==> src/rtl/oled_sdi_receiver.sv <==
// ---------------------------------------------------------------------------
// oled_sdi_receiver
// Receiving end of the 4-wire OLED serial link (nCS/DnC/SDIN/SCLK). Bytes are
// deserialised MSB-first on SCLK rising edges (detected in the HCLK domain).
// SetX (0x15), SetY (0x75) and SetPixel (0x5C) are decoded with their
// arguments. Each pair of pixel data bytes produces one 16-bit pixel write,
// addressed by an (x,y) pointer that walks the programmed window.
//
// Ports
//   HCLK, HRESETn        system clock, asynchronous active-low reset
//   nCS, DnC, SDIN, SCLK serial link inputs (sampled on HCLK rising edge)
//   pix_valid/x/y/colour one-cycle pixel write strobe and its data
//   cmd_valid/cmd_byte   one-cycle strobe for an unsupported command byte
//   frame_err            one-cycle strobe: nCS raised with a partial byte
//   data_err             one-cycle strobe: data byte received while Idle
//
// Configuration macro
//   OLED_RX_SYNC_EN      when defined, each link input passes through a
//                        2-flop synchroniser (all latencies grow by 2 HCLK)
// ---------------------------------------------------------------------------
module oled_sdi_receiver #(
    parameter int XW   = 7,
    parameter int YW   = 7,
    parameter int XMAX = 127,
    parameter int YMAX = 127
) (
    input  logic          HCLK,
    input  logic          HRESETn,
    input  logic          nCS,
    input  logic          DnC,
    input  logic          SDIN,
    input  logic          SCLK,
    output logic          pix_valid,
    output logic [XW-1:0] pix_x,
    output logic [YW-1:0] pix_y,
    output logic [15:0]   pix_colour,
    output logic          cmd_valid,
    output logic [7:0]    cmd_byte,
    output logic          frame_err,
    output logic          data_err
);

    typedef enum logic [2:0] {
        ST_IDLE  = 3'd0,
        ST_COLS  = 3'd1,
        ST_COLE  = 3'd2,
        ST_ROWS  = 3'd3,
        ST_ROWE  = 3'd4,
        ST_PIXHI = 3'd5,
        ST_PIXLO = 3'd6
    } state_t;

    localparam logic [XW-1:0] COL_E_RST = XW'(XMAX);
    localparam logic [YW-1:0] ROW_E_RST = YW'(YMAX);
    localparam logic [XW-1:0] X_ONE     = XW'(1);
    localparam logic [YW-1:0] Y_ONE     = YW'(1);

    logic ncs_s, dnc_s, sdin_s, sclk_s;

`ifdef OLED_RX_SYNC_EN
    logic [1:0] ncs_sync_r, dnc_sync_r, sdin_sync_r, sclk_sync_r;

    // Two-flop synchronisers; nCS resets to the deselected level.
    always_ff @(posedge HCLK or negedge HRESETn) begin
        if (!HRESETn) begin
            ncs_sync_r  <= 2'b11;
            dnc_sync_r  <= 2'b00;
            sdin_sync_r <= 2'b00;
            sclk_sync_r <= 2'b00;
        end else begin
            ncs_sync_r  <= {ncs_sync_r[0], nCS};
            dnc_sync_r  <= {dnc_sync_r[0], DnC};
            sdin_sync_r <= {sdin_sync_r[0], SDIN};
            sclk_sync_r <= {sclk_sync_r[0], SCLK};
        end
    end

    assign ncs_s  = ncs_sync_r[1];
    assign dnc_s  = dnc_sync_r[1];
    assign sdin_s = sdin_sync_r[1];
    assign sclk_s = sclk_sync_r[1];
`else
    assign ncs_s  = nCS;
    assign dnc_s  = DnC;
    assign sdin_s = SDIN;
    assign sclk_s = SCLK;
`endif

    logic          sclk_q_r;
    logic [6:0]    sr_r;      // only the 7 most recent bits are ever needed
    logic [2:0]    cnt_r;
    state_t        state_r, state_nx_s;
    logic [XW-1:0] col_s_r, col_e_r, x_r, col_s_nx_s, col_e_nx_s, x_nx_s;
    logic [YW-1:0] row_s_r, row_e_r, y_r, row_s_nx_s, row_e_nx_s, y_nx_s;
    logic [7:0]    hi_r, hi_nx_s;
    logic          rise_s, byte_done_s;
    logic [7:0]    byte_s;
    logic          pix_valid_nx_s, cmd_valid_nx_s, data_err_nx_s;
    logic [XW-1:0] pix_x_nx_s;
    logic [YW-1:0] pix_y_nx_s;
    logic [15:0]   pix_colour_nx_s;
    logic [7:0]    cmd_byte_nx_s;

    assign rise_s      = sclk_s & ~sclk_q_r & ~ncs_s;
    // cnt wraps 7->0 on the completing edge, so an nCS rise right after a
    // full byte sees cnt==0 and does not flag a framing error.
    assign byte_done_s = rise_s & (cnt_r == 3'd7);
    assign byte_s      = {sr_r, sdin_s};

    // SCLK edge detection, bit shifting and partial-byte framing check.
    always_ff @(posedge HCLK or negedge HRESETn) begin
        if (!HRESETn) begin
            sclk_q_r  <= 1'b0;
            sr_r      <= 7'd0;
            cnt_r     <= 3'd0;
            frame_err <= 1'b0;
        end else begin
            sclk_q_r  <= sclk_s;
            frame_err <= ncs_s & (cnt_r != 3'd0);
            if (rise_s) begin
                sr_r  <= byte_s[6:0];
                cnt_r <= cnt_r + 3'd1;
            end else if (ncs_s) begin
                cnt_r <= 3'd0;
            end
        end
    end

    // Byte decode: next state, window/pointer updates and strobe values.
    always_comb begin
        state_nx_s      = state_r;
        col_s_nx_s      = col_s_r;
        col_e_nx_s      = col_e_r;
        row_s_nx_s      = row_s_r;
        row_e_nx_s      = row_e_r;
        x_nx_s          = x_r;
        y_nx_s          = y_r;
        hi_nx_s         = hi_r;
        pix_valid_nx_s  = 1'b0;
        cmd_valid_nx_s  = 1'b0;
        data_err_nx_s   = 1'b0;
        pix_x_nx_s      = pix_x;
        pix_y_nx_s      = pix_y;
        pix_colour_nx_s = pix_colour;
        cmd_byte_nx_s   = cmd_byte;
        if (byte_done_s && !dnc_s) begin
            case (byte_s)
                8'h15: state_nx_s = ST_COLS;
                8'h75: state_nx_s = ST_ROWS;
                8'h5C: begin
                    x_nx_s     = col_s_r;
                    y_nx_s     = row_s_r;
                    state_nx_s = ST_PIXHI;
                end
                default: begin
                    cmd_valid_nx_s = 1'b1;
                    cmd_byte_nx_s  = byte_s;
                    state_nx_s     = ST_IDLE;
                end
            endcase
        end else if (byte_done_s) begin
            case (state_r)
                ST_IDLE: data_err_nx_s = 1'b1;
                ST_COLS: begin
                    col_s_nx_s = byte_s[XW-1:0];
                    state_nx_s = ST_COLE;
                end
                ST_COLE: begin
                    col_e_nx_s = (byte_s[XW-1:0] > col_s_r) ? byte_s[XW-1:0] : col_s_r;
                    state_nx_s = ST_IDLE;
                end
                ST_ROWS: begin
                    row_s_nx_s = byte_s[YW-1:0];
                    state_nx_s = ST_ROWE;
                end
                ST_ROWE: begin
                    row_e_nx_s = (byte_s[YW-1:0] > row_s_r) ? byte_s[YW-1:0] : row_s_r;
                    state_nx_s = ST_IDLE;
                end
                ST_PIXHI: begin
                    hi_nx_s    = byte_s;
                    state_nx_s = ST_PIXLO;
                end
                ST_PIXLO: begin
                    pix_valid_nx_s  = 1'b1;
                    pix_colour_nx_s = {hi_r, byte_s};
                    pix_x_nx_s      = x_r;
                    pix_y_nx_s      = y_r;
                    state_nx_s      = ST_PIXHI;
                    if (x_r == col_e_r) begin
                        x_nx_s = col_s_r;
                        if (y_r == row_e_r) begin
                            y_nx_s = row_s_r;
                        end else begin
                            y_nx_s = y_r + Y_ONE;
                        end
                    end else begin
                        x_nx_s = x_r + X_ONE;
                    end
                end
                default: state_nx_s = ST_IDLE;
            endcase
        end else begin
            state_nx_s = state_r;
        end
    end

    // State, window, pointer and registered output updates.
    always_ff @(posedge HCLK or negedge HRESETn) begin
        if (!HRESETn) begin
            state_r    <= ST_IDLE;
            col_s_r    <= '0;
            col_e_r    <= COL_E_RST;
            row_s_r    <= '0;
            row_e_r    <= ROW_E_RST;
            x_r        <= '0;
            y_r        <= '0;
            hi_r       <= 8'd0;
            pix_valid  <= 1'b0;
            pix_x      <= '0;
            pix_y      <= '0;
            pix_colour <= 16'd0;
            cmd_valid  <= 1'b0;
            cmd_byte   <= 8'd0;
            data_err   <= 1'b0;
        end else begin
            state_r    <= state_nx_s;
            col_s_r    <= col_s_nx_s;
            col_e_r    <= col_e_nx_s;
            row_s_r    <= row_s_nx_s;
            row_e_r    <= row_e_nx_s;
            x_r        <= x_nx_s;
            y_r        <= y_nx_s;
            hi_r       <= hi_nx_s;
            pix_valid  <= pix_valid_nx_s;
            pix_x      <= pix_x_nx_s;
            pix_y      <= pix_y_nx_s;
            pix_colour <= pix_colour_nx_s;
            cmd_valid  <= cmd_valid_nx_s;
            cmd_byte   <= cmd_byte_nx_s;
            data_err   <= data_err_nx_s;
        end
    end

endmodule

==> config.mk <==
export PLATFORM = sky130hd
export DESIGN_NAME = oled_sdi_receiver
export DESIGN_NICKNAME = d
export VERILOG_FILES = /design/src/rtl/oled_sdi_receiver.sv
export SDC_FILE = /design/constraint.sdc
export NUM_CORES = 1
export LEC_CHECK = 0
export ABC_AREA = 1
export CAP_MARGIN = 0
export CELL_PAD_IN_SITES_DETAIL_PLACEMENT = 0
export CELL_PAD_IN_SITES_GLOBAL_PLACEMENT = 1
export CORE_AREA = 2 2 118 120
export DETAILED_ROUTE_END_ITERATION = 7
export DIE_AREA = 0 0 120 122
export PLACE_DENSITY_LB_ADDON = 0.1
export RECOVER_POWER = 25
export SYNTH_ARGS = -nofsm -noshare
export SYNTH_HDL_FRONTEND = slang
export SYNTH_SLANG_ARGS = --single-unit
==> constraint.sdc <==
create_clock -name HCLK -period 2.5 [get_ports HCLK]
set_input_delay 0.25 -clock HCLK [delete_from_list [all_inputs] [get_ports HCLK]]
set_output_delay 0.25 -clock HCLK [all_outputs]
set_load 0.005 [all_outputs]
==> impl_metrics.json, run 1 <==
{
  "cts_buffer_depth": 2,
  "setup_tns_ps": 0,
  "core_region_area_sq_um": 13500,
  "syn_inst": 645,
  "fin_worst_skew_ps": 14.4,
  "ant_nets": 0,
  "grt_max_degree": 60,
  "whs_endpoint": "pix_colour[12]$_DFFE_PN0P_",
  "cts_buffers": 9,
  "final_cell_mix": "219 x nand2_1, 92 x dfrtp_1, 81 x o21ai_0",
  "grt_use_total_pct": 20.1,
  "worst_setup_path_start_kind": "flip-flop",
  "drive_above_1_share_pct": 8.06,
  "r2r_cells": 11,
  "grt_pass1_wl_microns": 22500,
  "fillers": 1365,
  "fin_area_sq_um": 6320,
  "min_from": "hi_r[4]$_DFFE_PN0P_",
  "synth_edf_count": 0,
  "viasPerCell": 4.84,
  "initial_core_util_pct": 38.9,
  "r2r_end": "y_r[0]$_DFFE_PN0P_",
  "worstPathRequired_ps": 2750,
  "portBuffers": 47,
  "synth_cell_types": 35,
  "overflow": 0,
  "highest_layer": "met4",
  "clock_latency_ps": 360,
  "first_global_vias": 4400,
  "gp_congestion": 0.881,
  "crit_fanout": 6,
  "timing.final.ws_setup_ps": 506,
  "syn_nets": 670,
  "drv_cap": 0,
  "clkSinkCount": 106,
  "fin_nets": 727,
  "place_ws_ps": 253,
  "root_buffer": "clkbuf_16",
  "drt_wl_total_microns": 13500,
  "hpwl_microns": 9770,
  "vias": 4293,
  "path_class": "flip-flop to flip-flop",
  "critPathCaptureType": "flip-flop",
  "routed-wl-met3_microns": 519,
  "min_period_over_period_pct": 79.8,
  "avgSynthCellArea_sq_um": 8.14,
  "final_common_cell": "nand2_1",
  "rsz0062_at_grt": "no",
  "crit_path_frequent_cell": "nand2_1",
  "drt_iter0_markers": 347,
  "dominantRegCellSynth": "dfrtp_1",
  "htreeDepth": 3,
  "place_area_sq_um": 5980,
  "first_pass_iters": 4,
  "fp.dieW_microns": 120,
  "critPathArrivalTime_ps": 2250,
  "drcViolationCount": 0,
  "diodes": 0,
  "area_delta_synth_final_pct": 20.3,
  "crit_family": "simple AND/OR/NAND/NOR gates",
  "irDropWorstVdd_mv": 0.277,
  "p_leak_nw": 3.12,
  "period_needed_ps": 1990,
  "status": "completed",
  "synth_warnings": 0,
  "hold_depth": 2,
  "drt-met1-wl_microns": 6470,
  "r2r_slack_ps": 510,
  "worstMarginPinSlew_ps": 878,
  "fmax_mhz": 502,
  "max_stage_delay_ps": 390,
  "power.density_nw_per_um2": 644,
  "async_flop_share_pct": 100,
  "antenna_found_initial": 0,
  "synth.top_cells.by_area": "dfrtp_1 44%, nand2_1 16%, o21ai_0 7.7%, dfstp_2 7.0%, nand3_1 5.1%",
  "cp_cell_sequence": "ha_1, ha_1, nand4_4, nor2_1, nand2_1, nand2_1, clkinv_2, nand2_2, inv_1, nand3_1, nand2_1",
  "rr_startpoint": "cnt_r[0]$_DFFE_PN0P_",
  "netlist_area_sq_um": 5250,
  "slew_headroom_pct": 41.4,
  "path_clk_slew_ps": 80,
  "min_path_type": "flip-flop to flip-flop",
  "cts.repair.resized": 0,
  "slowest_stage": "dfrtp_1",
  "ys_ff_latch": 106,
  "yosys.area.top_type": "dfrtp_1",
  "ioPinCount": 48,
  "yosysSeqAreaShare_pct": 50.8,
  "die-area_sq_um": 14600,
  "setup_viol": 0,
  "post_drt_wl_per_cell_microns": 15.2,
  "met2WireLength_microns": 6150,
  "drv_slew": 0,
  "critPathBufInv": 2,
  "die_y_microns": 122,
  "synth.top_cell.area_share_pct": 43.8,
  "fp-row-count": 43,
  "cts_tree": "yes",
  "hold_viol_final": 0
}
-- cells by family after synthesis --
family / Yosys count / share of synthesized area (%)
xor+xnor: 13 / 2.17
buf+inv: 88 / 6.72
flops: 106 / 50.8
compound gates: 103 / 10.2
fa+ha+maj: 19 / 4.53
simple gates: 316 / 25.6
-- worst min-delay path: stages, from the launching register on --
cell     delay (ps)
dfrtp_1         350
nand2_1          50
nand2_1          50
-- where the power goes --
group	leakage, nW	switching [W]	internal [W]	total (W)
combinational	1.57	0.000418	0.000184	0.000602
sequential	1.39	0.0000563	0.00174	0.00180
clock	0.167	0.000682	0.000988	0.00167
total	3.12	0.00116	0.00291	0.00407
-- synthesized netlist by cell type (2+ instances only) --
cell type / instances
a21oi_1: 9
buf_2: 5
buf_4: 2
clkbuf_1: 6
dfrtp_1: 92
dfstp_2: 14
ha_1: 19
inv_1: 69
inv_2: 3
nand2_1: 219
nand2_2: 2
nand3_1: 54
nand4_1: 5
nor2_1: 26
nor2_2: 2
nor3_1: 2
o21a_1: 2
o21ai_0: 81
o21ai_1: 4
o22ai_1: 3
xnor2_1: 6
xor2_1: 7
-- per-layer routing --
layer  GRT usage (%)  up-vias
li1                -     2180
met1            27.5     2026
met2            31.5       71
met3            3.51       16
met4            8.68        0
met5               0        -
-- area by class of cell --
type	instances	area [sq um]	share of cell area, %
clock buffer	9	225	3.56
clock inverter	7	124	1.96
inverter	74	279	4.42
multi-input combinational	451	2230	35.3
sequential	106	2670	42.3
tap	180	225	3.56
timing repair buffer	60	562	8.89
-- through the flow --
stage / utilization [%] / instances / total power (W) / hold slack [ps]
floorplan: - / 645 / 0.00219 / -45.6
global placement: 44.3 / 870 / 0.00242 / 244
detailed placement: 44.3 / 870 / 0.00243 / 244
CTS: 46.9 / 887 / 0.00412 / 406
global route: 46.8 / 887 / 0.00430 / 502
finish: 46.8 / 887 / 0.00407 / 475
-- how the worst max path moves through the flow --
stage,startpoint,to,slack (ps),cells past startpoint
final,cnt_r[0]$_DFFE_PN0P_,y_r[0]$_DFFE_PN0P_,510,11
after global routing,HRESETn,col_s_r[4]$_DFFE_PN0P_,170,3
after CTS,cnt_r[0]$_DFFE_PN0P_,y_r[0]$_DFFE_PN0P_,490,11
after detailed placement,SDIN,row_e_r[0]$_DFFE_PN1P_,250,10
after global placement,SDIN,y_r[0]$_DFFE_PN0P_,280,13
after floorplan,cnt_r[0]$_DFFE_PN0P_,x_r[0]$_DFFE_PN0P_,800,9
-- sequential cells by signal, indices dropped and copies added, names as in the netlist, 3 cells and up --
signal and count:
state_r 3, y_r 7, pix_colour 16, cnt_r 3
col_s_r 7, row_s_r 7, hi_r 8, x_r 7
sr_r 7, cmd_byte 8, row_e_r 7, col_e_r 7
pix_y 7, pix_x 7
-- repair_timing --
action | 4_1_cts | 5_1_grt
buffers inserted | 0 | 0
hold buffers | 1 | 0
endpoints found under the hold margin | 30 | 0
setup endpoints to repair | 0 | 0
Note: power is estimated with default switching activity, not from simulation.
==> run 2: changes to the inputs <==
==> constraint.sdc (replaced) <==
create_clock -name HCLK -period 1.84 [get_ports HCLK]
set_input_delay 0.184 -clock HCLK [delete_from_list [all_inputs] [get_ports HCLK]]
set_output_delay 0.184 -clock HCLK [all_outputs]
set_load 0.005 [all_outputs]
==> impl_metrics.json, run 2 (synthesis results as in run 1) <==
{
  "cts_tree": "yes",
  "crit_family": "buffers and inverters",
  "fp-row-count": 43,
  "power_switching_w": 0.00159,
  "cts_buffer_depth": 2,
  "final_cell_mix": "205 x nand2_1, 88 x dfrtp_1, 67 x inv_1",
  "top_register": "pix_colour",
  "fin_worst_skew_ps": 8.77,
  "antenna_found_initial": 0,
  "seqPwrFrac_pct": 45.6,
  "grt_max_degree": 107,
  "fp.dieW_microns": 120,
  "dp.cells": 901,
  "finalCoreUtilization_pct": 51.0,
  "path_clk_slew_ps": 70,
  "final_common_cell": "nand2_1",
  "cts_buffers": 9,
  "critPathBufInv": 3,
  "first_pass_iters": 5,
  "portBuffers": 47,
  "fin_nets": 766,
  "die_y_microns": 122,
  "clkSinkCount": 106,
  "critPathCaptureType": "flip-flop",
  "instances_no_fill": 926,
  "overflow": 0,
  "cp_cell_sequence": "ha_4, ha_4, nand4_4, buf_12, nor2_4, buf_6, nand3_4, clkbuf_16, nand2_1, o21ai_0",
  "slew_headroom_pct": 36.1,
  "setup_tns_ps": -229,
  "path_class": "flip-flop to flip-flop",
  "worstMarginPinSlew_ps": 958,
  "slowest_stage": "dfrtp_1",
  "drcViolationCount": 0,
  "clock_latency_ps": 350,
  "status": "finished, violations left",
  "min_path_type": "flip-flop to flip-flop",
  "min_period_over_period_pct": 102,
  "initial_core_util_pct": 38.9,
  "htreeDepth": 3,
  "grt_pass1_wl_microns": 22200,
  "diodes": 0,
  "intPower_w": 0.00379,
  "irDropWorstVdd_mv": 0.395,
  "violations": "setup timing",
  "hold_viol_final": 0,
  "post_drt_wl_per_cell_microns": 15.3,
  "core_region_area_sq_um": 13500,
  "drt_wl_total_microns": 14200,
  "gp_congestion": 0.848,
  "die-area_sq_um": 14600,
  "root_buffer": "clkbuf_16",
  "area_delta_synth_final_pct": 31.2,
  "fin_hold_ws_ps": 473,
  "ant_nets": 0,
  "largest_reg_flops": 16,
  "drive_above_1_share_pct": 18.1,
  "reg_top3": "pix_colour x16, cmd_byte x8, hi_r x8",
  "p_leak_nw": 3.36,
  "setup_viol": 18,
  "hpwl_microns": 9690,
  "ioPinCount": 48,
  "grt_use_total_pct": 19.6,
  "viasPerCell": 4.90,
  "power.density_nw_per_um2": 780,
  "critPathArrivalTime_ps": 2090,
  "fmax_mhz": 535,
  "max_stage_delay_ps": 390,
  "crit_fanout": 10,
  "clkPwrFrac_pct": 35.6,
  "drt_iter0_markers": 239,
  "crit_path_frequent_cell": "ha_4",
  "vias": 4535,
  "period_needed_ps": 1870,
  "p_sw_share_pct": 29.5,
  "drv_cap": 0,
  "worst_setup_path_start_kind": "flip-flop",
  "first_global_vias": 4294,
  "place_ws_ps": -231,
  "timing.final.ws_setup_ps": -28.1,
  "drv_slew": 0,
  "p_comb_share_pct": 18.8,
  "rsz0062_at_grt": "yes",
  "worstPathRequired_ps": 2060
}
[run 2: cell types whose count changed in the layout (fill, tap and decap cells not counted), sizes merged]
cell and change:
bufinv -2, buf +38, clkbuf +3, inv -2
clkinv +2
[run 2: layout make-up]
class                   instances  area (sq um)
multi-input cells             451          2420
clock inverters                 5          56.3
flip-flops and latches        106          2680
inverters                      74           279
well taps                     180           225
repair buffers                 99          1010
clock buffers                  11           233
fillers                      1331          6610
[run 2: repair_timing]
action,CTS,global route
hold buffers,1,0
resized for setup,6,69
pin swaps,0,3
setup endpoints to repair,20,90
buffers inserted,1,3
cloned,0,4
hold endpoints to repair,92,0
[run 2: worst reg2reg max path, delay by kind of cell, from the launching register on]
family / cells / cell delay, ps
AND/OR/NAND/NOR: 4 / 490
AO/OA/AOI/OAI: 1 / 70
buffers and inverters: 3 / 520
flip-flops: 1 / 390
adder cells (fa/ha/maj): 2 / 290
[run 2: power groups by stage]
stage               Combinational, W  Clock, W  Sequential, W
floorplan                   0.000519         0        0.00245
global route                 0.00115   0.00205        0.00245
global placement            0.000884         0        0.00248
finish                       0.00101   0.00191        0.00245
CTS                         0.000924   0.00197        0.00244
detailed placement          0.000909         0        0.00249
[run 2: per-layer routing]
| layer | vias to the layer above | GRT usage (%) | part of all wire [%] |
|---|---|---|---|
| met5 | - | 0 | 0 |
| met4 | 0 | 8.09 | 2.2 |
| met3 | 18 | 3.79 | 2.9 |
| met2 | 69 | 30.8 | 47 |
| met1 | 2183 | 26.8 | 48 |
| li1 | 2265 | - | - |
[run 2: path summary, 6_finish.rpt]
check	to	startpoint	depth (start not counted)	slack, ps
setup reg to reg	pix_colour[2]$_DFFE_PN0P_	cnt_r[1]$_DFFE_PN0P_	10	-30
hold reg to reg	pix_colour[15]$_DFFE_PN0P_	hi_r[7]$_DFFE_PN0P_	2	470
max in group asynchronous	sr_r[4]$_DFFE_PN0P_	HRESETn	3	550
setup / recovery	pix_colour[2]$_DFFE_PN0P_	cnt_r[1]$_DFFE_PN0P_	10	-30
min in group asynchronous	pix_colour[10]$_DFFE_PN0P_	HRESETn	3	630
hold / removal	pix_colour[15]$_DFFE_PN0P_	hi_r[7]$_DFFE_PN0P_	2	470
[run 2: per-stage QoR]
stage	power (W)	cell area, sq um
after detailed placement	0.00339	6260
after CTS	0.00534	6600
after global routing	0.00565	6890
final	0.00538	6890
after global placement	0.00337	6260
after floorplan	0.00297	5250
==> run 3: changes to the inputs <==
--- a/config.mk
+++ b/config.mk
@@ -9,9 +9,9 @@
 export CAP_MARGIN = 0
 export CELL_PAD_IN_SITES_DETAIL_PLACEMENT = 0
 export CELL_PAD_IN_SITES_GLOBAL_PLACEMENT = 1
-export CORE_AREA = 2 2 118 120
+export CORE_AREA = 2 2 85 168
 export DETAILED_ROUTE_END_ITERATION = 7
-export DIE_AREA = 0 0 120 122
+export DIE_AREA = 0 0 87 170
 export PLACE_DENSITY_LB_ADDON = 0.1
 export RECOVER_POWER = 25
 export SYNTH_ARGS = -nofsm -noshare
==> impl_metrics.json, run 3 (synthesis results as in run 1) <==
{
  "status": "completed",
  "worst_setup_path_start_kind": "flip-flop",
  "slew_headroom_pct": 40.2,
  "first_pass_iters": 4,
  "rsz0062_at_grt": "yes",
  "min_path_type": "input pin to flip-flop",
  "grt_pass1_wl_microns": 24000,
  "die_y_microns": 170,
  "area_delta_synth_final_pct": 29.9,
  "path_class": "flip-flop to flip-flop",
  "clock_latency_ps": 360,
  "worstMarginPinSlew_ps": 898,
  "slowest_stage": "dfrtp_1",
  "grt_max_degree": 50,
  "root_buffer": "clkbuf_16",
  "final_common_cell": "nand2_1",
  "vias": 4630,
  "drt_wl_total_microns": 15600,
  "ant_nets": 0,
  "crit_family": "simple AND/OR/NAND/NOR gates",
  "setup_viol": 0,
  "fp.dieW_microns": 87,
  "top_register": "pix_colour",
  "grt_use_total_pct": 21.9,
  "reg_top3": "pix_colour x16, cmd_byte x8, hi_r x8",
  "critPathBufInv": 1,
  "drcViolationCount": 0,
  "fillers": 1301,
  "period_needed_ps": 1760,
  "cp_cell_sequence": "ha_2, ha_4, nand4_4, nor2_4, nand2_1, nor3_4, buf_12, nand3_1, o21ai_0",
  "min_period_over_period_pct": 95.6,
  "final_cell_mix": "209 x nand2_1, 87 x dfrtp_1, 76 x o21ai_0",
  "path_clk_slew_ps": 80,
  "power.density_nw_per_um2": 796,
  "crit_fanout": 14,
  "drt_iter0_markers": 255,
  "irDropWorstVdd_mv": 0.451,
  "worstPathRequired_ps": 2110,
  "setup_tns_ps": 0,
  "hpwl_microns": 11700,
  "hold_viol_final": 0,
  "htreeDepth": 3,
  "critPathCaptureType": "flip-flop",
  "p_leak_nw": 3.37,
  "largest_reg_flops": 16,
  "drv_cap": 0,
  "cts_buffer_depth": 2,
  "die-area_sq_um": 14800,
  "drive_above_1_share_pct": 17.9,
  "clkSinkCount": 106,
  "drv_slew": 0,
  "cts_tree": "yes",
  "ioPinCount": 48,
  "instances_no_fill": 909,
  "fin_worst_skew_ps": 7.65,
  "fp-row-count": 60,
  "first_global_vias": 4702,
  "gp_congestion": 0.926,
  "initial_core_util_pct": 39.1,
  "portBuffers": 47,
  "fin_nets": 774,
  "dp.cells": 880,
  "antenna_found_initial": 0,
  "post_drt_wl_per_cell_microns": 17.1,
  "critPathArrivalTime_ps": 2030,
  "max_stage_delay_ps": 360,
  "diodes": 0,
  "cts_buffers": 9,
  "fmax_mhz": 569,
  "viasPerCell": 5.09,
  "core_region_area_sq_um": 13400,
  "overflow": 0
}
==> run 3: cell type report <==
class / count / area, sq um / area share, %
Sequential cell: 106 / 2680 / 39.2
Multi-Input combinational cell: 451 / 2390 / 35.0
Timing Repair Buffer: 107 / 987 / 14.5
Inverter: 74 / 279 / 4.09
Clock buffer: 9 / 225 / 3.30
Tap cell: 155 / 194 / 2.84
Clock inverter: 7 / 72.6 / 1.06
==> run 3: final timing paths <==
path                            slack [ps]                          to                       start  depth (start not counted)
worst max-delay path                    80      row_e_r[1]$_DFFE_PN1P_        cnt_r[0]$_DFFE_PN0P_                          9
worst min-delay path                   410          sclk_q_r$_DFF_PN0_                        SCLK                          1
worst max register to register          80      row_e_r[1]$_DFFE_PN1P_        cnt_r[0]$_DFFE_PN0P_                          9
worst min register to register         480  pix_colour[10]$_DFFE_PN0P_  pix_colour[10]$_DFFE_PN0P_                          2
max in group asynchronous              330      row_e_r[3]$_DFFE_PN1P_                     HRESETn                          3
min in group asynchronous              480      state_r[2]$_DFFE_PN0P_                     HRESETn                          2
==> run 3: routing by layer <==
metal,up-vias,global-route usage [%],part of all wire [%]
met5,-,0,0
met4,0,13.9,5.9
met1,2216,22.2,36
met3,49,2.47,2.1
li1,2284,-,-
met2,81,40.8,56
==> run 3: timing repair <==
action / in CTS / in global routing
pin swaps: 1 / 4
hold buffers: 1 / 0
hold endpoints to repair: 25 / 0
resized for setup: 6 / 45
setup buffers: 1 / 10
cloned: 0 / 1
endpoints found under the setup margin: 12 / 44
==> run 3: power by group <==
group	switching, W	leakage (nW)	total (W)	internal [W]
Clock	0.000994	0.143	0.00195	0.000961
Combinational	0.000627	1.85	0.00103	0.000400
Sequential	0.0000721	1.38	0.00244	0.00237
Total	0.00169	3.37	0.00543	0.00373
==> run 3: stage by stage <==
step	power (W)	worst slack (ps)	utilization (%)	hold WS [ps]	cell area [sq um]
final	0.00543	81.0	50.8	407	6820
after global routing	0.00570	-29.0	50.8	445	6820
after CTS	0.00538	7.39	49.1	342	6600
after detailed placement	0.00342	-264	46.5	180	6240
after global placement	0.00341	-223	46.5	177	6240
after floorplan	0.00297	144	-	-112	5250
